--- src/rtl/timer_ctrl_if.sv ---
// timer_ctrl_if: configuration / control / status bundle for timer_ctrl.
// The master (control processor) drives config and start/stop; the slave
// (timer_ctrl) returns the handshake ready, run status, tick and count.
// Optional macro TIMER_CTRL_PAUSE_EN adds the pause input.
interface timer_ctrl_if #(
    parameter int N = 16,
    parameter int C = 8
);
    logic         cfg_valid;
    logic         cfg_ready;
    logic [N-1:0] cfg_period;
    logic [C-1:0] cfg_repeat;
    logic         cfg_periodic;
    logic         start;
    logic         stop;
`ifdef TIMER_CTRL_PAUSE_EN
    logic         pause;
`endif
    logic         busy;
    logic         tick;
    logic         done;
    logic [N-1:0] count;

    modport master (
        output cfg_valid, cfg_period, cfg_repeat, cfg_periodic, start, stop,
`ifdef TIMER_CTRL_PAUSE_EN
        output pause,
`endif
        input  cfg_ready, busy, tick, done, count
    );

    modport slave (
        input  cfg_valid, cfg_period, cfg_repeat, cfg_periodic, start, stop,
`ifdef TIMER_CTRL_PAUSE_EN
        input  pause,
`endif
        output cfg_ready, busy, tick, done, count
    );
endinterface

--- src/rtl/timer_ctrl.sv ---
// timer_ctrl: run-time programmable period/tick sequencer.
// Holds a period P and repeat count R; on start it counts 0..Pe-1 and emits
// a one-cycle tick at each wrap, either R times (one-shot, then a done
// pulse) or until stopped (periodic). A zero period or repeat is treated
// as 1. Config is accepted in any state except RUN.
// Optional macro TIMER_CTRL_PAUSE_EN adds a pause input that freezes the
// counters and masks tick while running.
module timer_ctrl #(
    parameter int N = 16,
    parameter int C = 8
) (
    input  logic        clk,
    input  logic        rst,
    timer_ctrl_if.slave bus
);
    typedef enum logic [1:0] {
        IDLE  = 2'd0,
        ARMED = 2'd1,
        RUN   = 2'd2,
        DONE  = 2'd3
    } state_t;

    localparam logic [N-1:0] ONE_N = {{(N-1){1'b0}}, 1'b1};
    localparam logic [C-1:0] ONE_C = {{(C-1){1'b0}}, 1'b1};

    state_t       state_q, state_d;
    logic [N-1:0] period_q, period_d;
    logic [C-1:0] repeat_q, repeat_d;
    logic         periodic_q, periodic_d;
    logic [N-1:0] counter_q, counter_d;
    logic [C-1:0] remaining_q, remaining_d;

    logic         tick_q, busy_q, done_q, cfg_ready_q;
    logic         tick_d;
    logic [N-1:0] last_q;
    logic [N-1:0] last_d;
    logic         cfg_accept;
    logic         pause_w;

`ifdef TIMER_CTRL_PAUSE_EN
    assign pause_w = bus.pause;
`else
    assign pause_w = 1'b0;
`endif

    // Terminal count Pe-1 for the current and the about-to-be-loaded period
    // (period 0 behaves as period 1, so its terminal count is 0).
    assign last_q = (period_q == '0) ? '0 : period_q - ONE_N;
    assign last_d = (period_d == '0) ? '0 : period_d - ONE_N;

    assign cfg_accept = bus.cfg_valid && (state_q != RUN);

    // Next-state logic: config wins over start, stop wins over counting.
    always_comb begin
        state_d     = state_q;
        period_d    = period_q;
        repeat_d    = repeat_q;
        periodic_d  = periodic_q;
        counter_d   = counter_q;
        remaining_d = remaining_q;

        case (state_q)
            IDLE, DONE: begin
                if (state_q == DONE) begin
                    state_d = ARMED;
                end
                if (cfg_accept) begin
                    period_d   = bus.cfg_period;
                    repeat_d   = bus.cfg_repeat;
                    periodic_d = bus.cfg_periodic;
                    counter_d  = '0;
                    state_d    = ARMED;
                end
            end
            ARMED: begin
                if (cfg_accept) begin
                    period_d   = bus.cfg_period;
                    repeat_d   = bus.cfg_repeat;
                    periodic_d = bus.cfg_periodic;
                    counter_d  = '0;
                end else if (bus.start) begin
                    state_d     = RUN;
                    counter_d   = '0;
                    remaining_d = (repeat_q == '0) ? ONE_C : repeat_q;
                end
            end
            RUN: begin
                if (bus.stop) begin
                    state_d   = ARMED;
                    counter_d = '0;
                end else if (!pause_w) begin
                    if (counter_q == last_q) begin
                        counter_d = '0;
                        if (!periodic_q) begin
                            remaining_d = remaining_q - ONE_C;
                            if (remaining_q == ONE_C) begin
                                state_d = DONE;
                            end
                        end
                    end else begin
                        counter_d = counter_q + ONE_N;
                    end
                end
            end
            default: state_d = IDLE;
        endcase
    end

    // Tick is pre-decoded from next state so the output is a flop.
    assign tick_d = (state_d == RUN) && (counter_d == last_d);

    // State, configuration and registered status outputs.
    always_ff @(posedge clk or posedge rst) begin
        if (rst) begin
            state_q     <= IDLE;
            period_q    <= '0;
            repeat_q    <= '0;
            periodic_q  <= 1'b0;
            counter_q   <= '0;
            remaining_q <= '0;
            tick_q      <= 1'b0;
            busy_q      <= 1'b0;
            done_q      <= 1'b0;
            cfg_ready_q <= 1'b1;
        end else begin
            state_q     <= state_d;
            period_q    <= period_d;
            repeat_q    <= repeat_d;
            periodic_q  <= periodic_d;
            counter_q   <= counter_d;
            remaining_q <= remaining_d;
            tick_q      <= tick_d;
            busy_q      <= (state_d == RUN);
            done_q      <= (state_d == DONE);
            cfg_ready_q <= (state_d != RUN);
        end
    end

    // A paused run must not tick; this mask is the only input-to-output path.
    assign bus.tick      = tick_q & ~pause_w;
    assign bus.busy      = busy_q;
    assign bus.done      = done_q;
    assign bus.cfg_ready = cfg_ready_q;
    assign bus.count     = counter_q;
endmodule

--- src/flat_wrapper.sv ---
// flat-port wrapper written by rule: the top's interface ports become plain ports
module timer_ctrl_flat 
#(
    parameter int N = 16,
    parameter int C = 8
)
  (clk, rst, bus_cfg_valid, bus_cfg_period, bus_cfg_repeat, bus_cfg_periodic, bus_start, bus_stop, bus_cfg_ready, bus_busy, bus_tick, bus_done, bus_count);
  timer_ctrl_if #(.N(N), .C(C)) bus_i ();
  input  logic clk;
  input  logic rst;
  input wire logic [$bits(bus_i.cfg_valid)-1:0] bus_cfg_valid;
  input wire logic [$bits(bus_i.cfg_period)-1:0] bus_cfg_period;
  input wire logic [$bits(bus_i.cfg_repeat)-1:0] bus_cfg_repeat;
  input wire logic [$bits(bus_i.cfg_periodic)-1:0] bus_cfg_periodic;
  input wire logic [$bits(bus_i.start)-1:0] bus_start;
  input wire logic [$bits(bus_i.stop)-1:0] bus_stop;
  output wire logic [$bits(bus_i.cfg_ready)-1:0] bus_cfg_ready;
  output wire logic [$bits(bus_i.busy)-1:0] bus_busy;
  output wire logic [$bits(bus_i.tick)-1:0] bus_tick;
  output wire logic [$bits(bus_i.done)-1:0] bus_done;
  output wire logic [$bits(bus_i.count)-1:0] bus_count;
  assign bus_i.cfg_valid = bus_cfg_valid;
  assign bus_i.cfg_period = bus_cfg_period;
  assign bus_i.cfg_repeat = bus_cfg_repeat;
  assign bus_i.cfg_periodic = bus_cfg_periodic;
  assign bus_i.start = bus_start;
  assign bus_i.stop = bus_stop;
  assign bus_cfg_ready = bus_i.cfg_ready;
  assign bus_busy = bus_i.busy;
  assign bus_tick = bus_i.tick;
  assign bus_done = bus_i.done;
  assign bus_count = bus_i.count;
  timer_ctrl #(.N(N), .C(C)) u_core (.clk(clk), .rst(rst), .bus(bus_i));
endmodule
--- config.mk ---
export PLATFORM = sky130hd
export DESIGN_NAME = timer_ctrl_flat
export DESIGN_NICKNAME = d
export VERILOG_FILES = /design/src/rtl/timer_ctrl_if.sv /design/src/rtl/timer_ctrl.sv /design/src/flat_wrapper.sv
export SDC_FILE = /design/constraint.sdc
export NUM_CORES = 1
export LEC_CHECK = 0
export CAP_MARGIN = 20
export CORE_UTILIZATION = 41
export CTS_CLUSTER_DIAMETER = 100
export DETAILED_ROUTE_END_ITERATION = 6
export DONT_BUFFER_PORTS = 1
export PLACE_DENSITY = 0.68
export SLEW_MARGIN = 20
export SYNTH_ARGS = -nofsm -noshare
export SYNTH_HDL_FRONTEND = slang
export SYNTH_SLANG_ARGS = --single-unit
--- constraint.sdc ---
create_clock -name clk -period 4.3 [get_ports clk]
set_clock_uncertainty 0.2 [all_clocks]
set_input_delay 0.86 -clock clk [delete_from_list [all_inputs] [get_ports clk]]
set_output_delay 0.86 -clock clk [all_outputs]
set_load 0.01 [all_outputs]
==> results by group <==
Finish
  – Area Growth Syn to Fin: 14.4%
  – Fin nets: 689
  – Number of fill cells: 1125
  – Number of diodes: 0
  – Cell Count, Final, Fillers Out: 795
  – Layout Utilization: 48.9%
  – Layout cells sized above 1: 17.9%

Logic synthesis
  – Synth area leader: dfrtp_1
  – Most used DFF post-synth: dfrtp_1
  – Avg Inst Size Synth: 7.89 sq um
  – Yosys top cell area share: 27.2%
  – Post-synth ARST share: 100%
  – Mapped Area: 0.00496 sq mm
  – Syn_nets: 667
  – #FFs+latches synth: 55
  – Sequential area share after synthesis: 27.8%
  – YS warnings: 0
  – Ranking of synthesized cells by area: dfrtp_1 (27%), nand2_1 (7.5%), mux2i_1 (4.8%), nor2_1 (4.5%), nand3_1 (3.6%)
  – Distinct cells, synth: 87
  – Mapped Cells: 629
  – EDFF count, synth: 0

Place
  – Placer Congestion: 0.901
  – Detail Placement HPWL: 11.5 mm
  – Number of instances in the placed design: 778
  – Setup WS pre-CTS: -0.158 ns
  – Port Buf Inserts: 0

Setup path
  – Critical Path RT: 4.32 ns
  – Startpoint Class: flip-flop
  – CP max FO: 6
  – CP Data Arrival Time: 4.09 ns
  – Crit Path Class: reg -> reg
  – Worst r2r src: u_core.state_q[1]
  – CP startpoint: u_core.state_q[1]
  – CP endpoint kind: flip-flop

Routing
  – Residual DRC: 4
  – DR WL/cell: 18.9 um
  – ANT nets after route: 0
  – Vias: 4973
  – Initial DRC Count: 475
  – DR vias/cell: 6.26
  – Routed WL: 15.1 mm
  – Drt first pass iters: 7

Status
  – Status: complete, but fails checks
  – Failing checks: design-rule violations

Die
  – Die width: 112 um
  – Die height: 112 um
  – Io pins: 50
  – Row count: 39
  – Core ar.: 0.0116 sq mm
  – Initial core utilization: 42.7%
  – Die area: 0.0125 sq mm

Global route
  – Total gr overflow: 0
  – Vias in the first global route: 4713
  – Antenna violations before repair: 0
  – First-pass GRT wire length: 24.3 mm
  – Largest net degree at the start of global routing: 35
  – GRT Total Usage: 24.7%

Timing
  – Setup_tns: 0 ns
  – Final WS setup: 0.229 ns
  – Max Fclk: 246 MHz
  – Worst-Margin Slew: 0.790 ns
  – Period minus WS final: 4.07 ns
  – Fin. max-slew vios: 0
  – Slew margin rel.: 47.0%
  – Fin. Hold Viols: 0
  – Final setup violation count: 0
  – Fin crit share: 94.7%

Clocking
  – Clock sinks: 55
  – CTS Buffer Depth: 2
  – Cts bufs inserted: 5
  – CTS clock-pin slew for the worst setup and hold paths: 0.08 ns
  – CTS tree: yes
  – CTS HTree Levels: 2
  – Clock root buffer: clkbuf_16
  – Worst skew pair latency: 0.32 ns
  – Hold-fix buffers, CTS: 0

Pwr
  – VDD IR max: 0.263 mV
  – Pwr Density: 406 mW/mm^2
  – Leakage: 2.31 nW

Job
  – Max_cap viols: 0

Min path
  – Worst min path class: in -> async
==> critical path, stage by stage, from the launching register on <==
cell,delay [ns]
dfrtp_1,0.43
ha_2,0.23
nor2b_4,0.19
nor2_1,0.06
a21oi_1,0.17
ha_1,0.22
inv_1,0.11
nor4b_4,0.26
buf_4,0.18
nand3_2,0.16
mux2i_4,0.27
a222oi_1,0.28
and4b_1,0.23
or3b_1,0.36
a21oi_2,0.16
nand4b_1,0.15
nor4_2,0.31
==> cells in the final DEF (no fill, tap or decap), types with 4 or more instances in the layout <==
cell type	instances
and2_1	4
xnor2_1	14
nand2_1	99
xor2_1	13
ha_1	7
nand4_1	11
mux2i_1	18
and4_1	4
o31ai_1	9
a211oi_1	5
nand4b_1	4
o22ai_1	10
or3_1	7
clkbuf_16	5
nor4_1	7
nor2_1	60
nand3b_1	4
a21oi_2	4
inv_1	20
nor4_4	4
nand3_1	35
nor2b_1	5
and3_1	4
nor3_1	25
buf_4	57
o21ai_0	31
a31oi_1	9
dfrtp_1	54
a21oi_1	22
==> cells by family (layout without fill, tap and decap cells) <==
kind of cell,count (synthesis),in the layout,share of synthesized area (%)
mux,28,28,5.83
buf+inv,65,88,5.75
flops,55,55,27.8
xor+xnor,30,30,5.88
compound gates,131,131,18.9
fa+ha+maj,8,8,2.02
simple gates,312,312,33.8
==> cell type report <==
type	instances	area (sq um)	area share (%)
Clock buffer	5	125	2.20
Multi-Input combinational cell	509	3430	60.5
Timing Repair Buffer	59	450	7.94
Inverter	21	78.8	1.39
Clock inverter	3	31.3	0.551
Sequential cell	55	1380	24.3
Tap cell	143	179	3.15
==> layer usage <==
layer | track usage [%] | vias up | wire length, um
met5 | 0 | - | 0
met1 | 30.3 | 2373 | 6190
met4 | 11.0 | 0 | 397
met2 | 41.9 | 230 | 7360
li1 | - | 2336 | -
met3 | 4.95 | 34 | 1100
==> final timing paths <==
path / end / slack (ns) / cells past startpoint
max: u_core.bus.tick / 0.23 / 16
min: u_core.repeat_q[1] / 0.22 / 1
max reg2reg: u_core.bus.tick / 0.23 / 16
min reg2reg: u_core.repeat_q[0] / 0.28 / 2
max in group asynchronous: u_core.bus.cfg_ready / 2.81 / 2
min in group clk: u_core.repeat_q[0] / 0.28 / 2
==> through the flow <==
step           power [mW]  cell area (sq um)  hold WS [ns]
2_1_floorplan        1.48               4980         0.238
3_3_place_gp         1.76               5340         0.263
3_5_place_dp         1.79               5340         0.271
4_1_cts              2.25               5490         0.235
5_1_grt              2.47               5680         0.265
6_report             2.31               5680         0.223
==> power breakdown <==
part	total, mW	switching (mW)	internal [mW]
Combinational	1.08	0.628	0.456
Clock	0.453	0.226	0.227
Sequential	0.770	0.152	0.618
Total	2.31	1.01	1.30
==> registers in the layout, indices dropped and copies added (netlist names) <==
name	count
u_core.remaining_q	8
u_core.bus.busy	1
u_core.period_q	16
u_core.bus.cfg_ready	1
u_core.periodic_q	1
u_core.bus.count	16
u_core.repeat_q	8
u_core.bus.tick	1
u_core.state_q	2
u_core.bus.done	1
==> synth_stat cells (all sizes together), types with 2 or more instances <==
library cell	number
a2111oi	4
a211oi	5
a21oi	26
a22oi	3
a311oi	3
a31oi	9
a32o	3
and2	4
and3	4
and4	4
and4b	2
buf	18
clkbuf	26
dfrtp	54
ha	8
inv	21
mux2	4
mux2i	24
nand2	100
nand2b	3
nand3	38
nand3b	4
nand4	11
nand4b	5
nor2	61
nor2b	6
nor3	28
nor3b	3
nor4	13
nor4b	5
o211ai	3
o21a	2
o21ai	33
o22ai	10
o2bb2ai	2
o311ai	2
o31ai	11
o41ai	3
or2	3
or3	7
or3b	3
or4	5
xnor2	15
xor2	13
==> timing repair <==
| action | 4_1_cts | 5_1_grt |
|---|---|---|
| setup endpoints to repair | 0 | 10 |
| setup buffers | 0 | 9 |
| gates resized for setup | 0 | 21 |
Note: power is estimated with default switching activity, not from simulation.
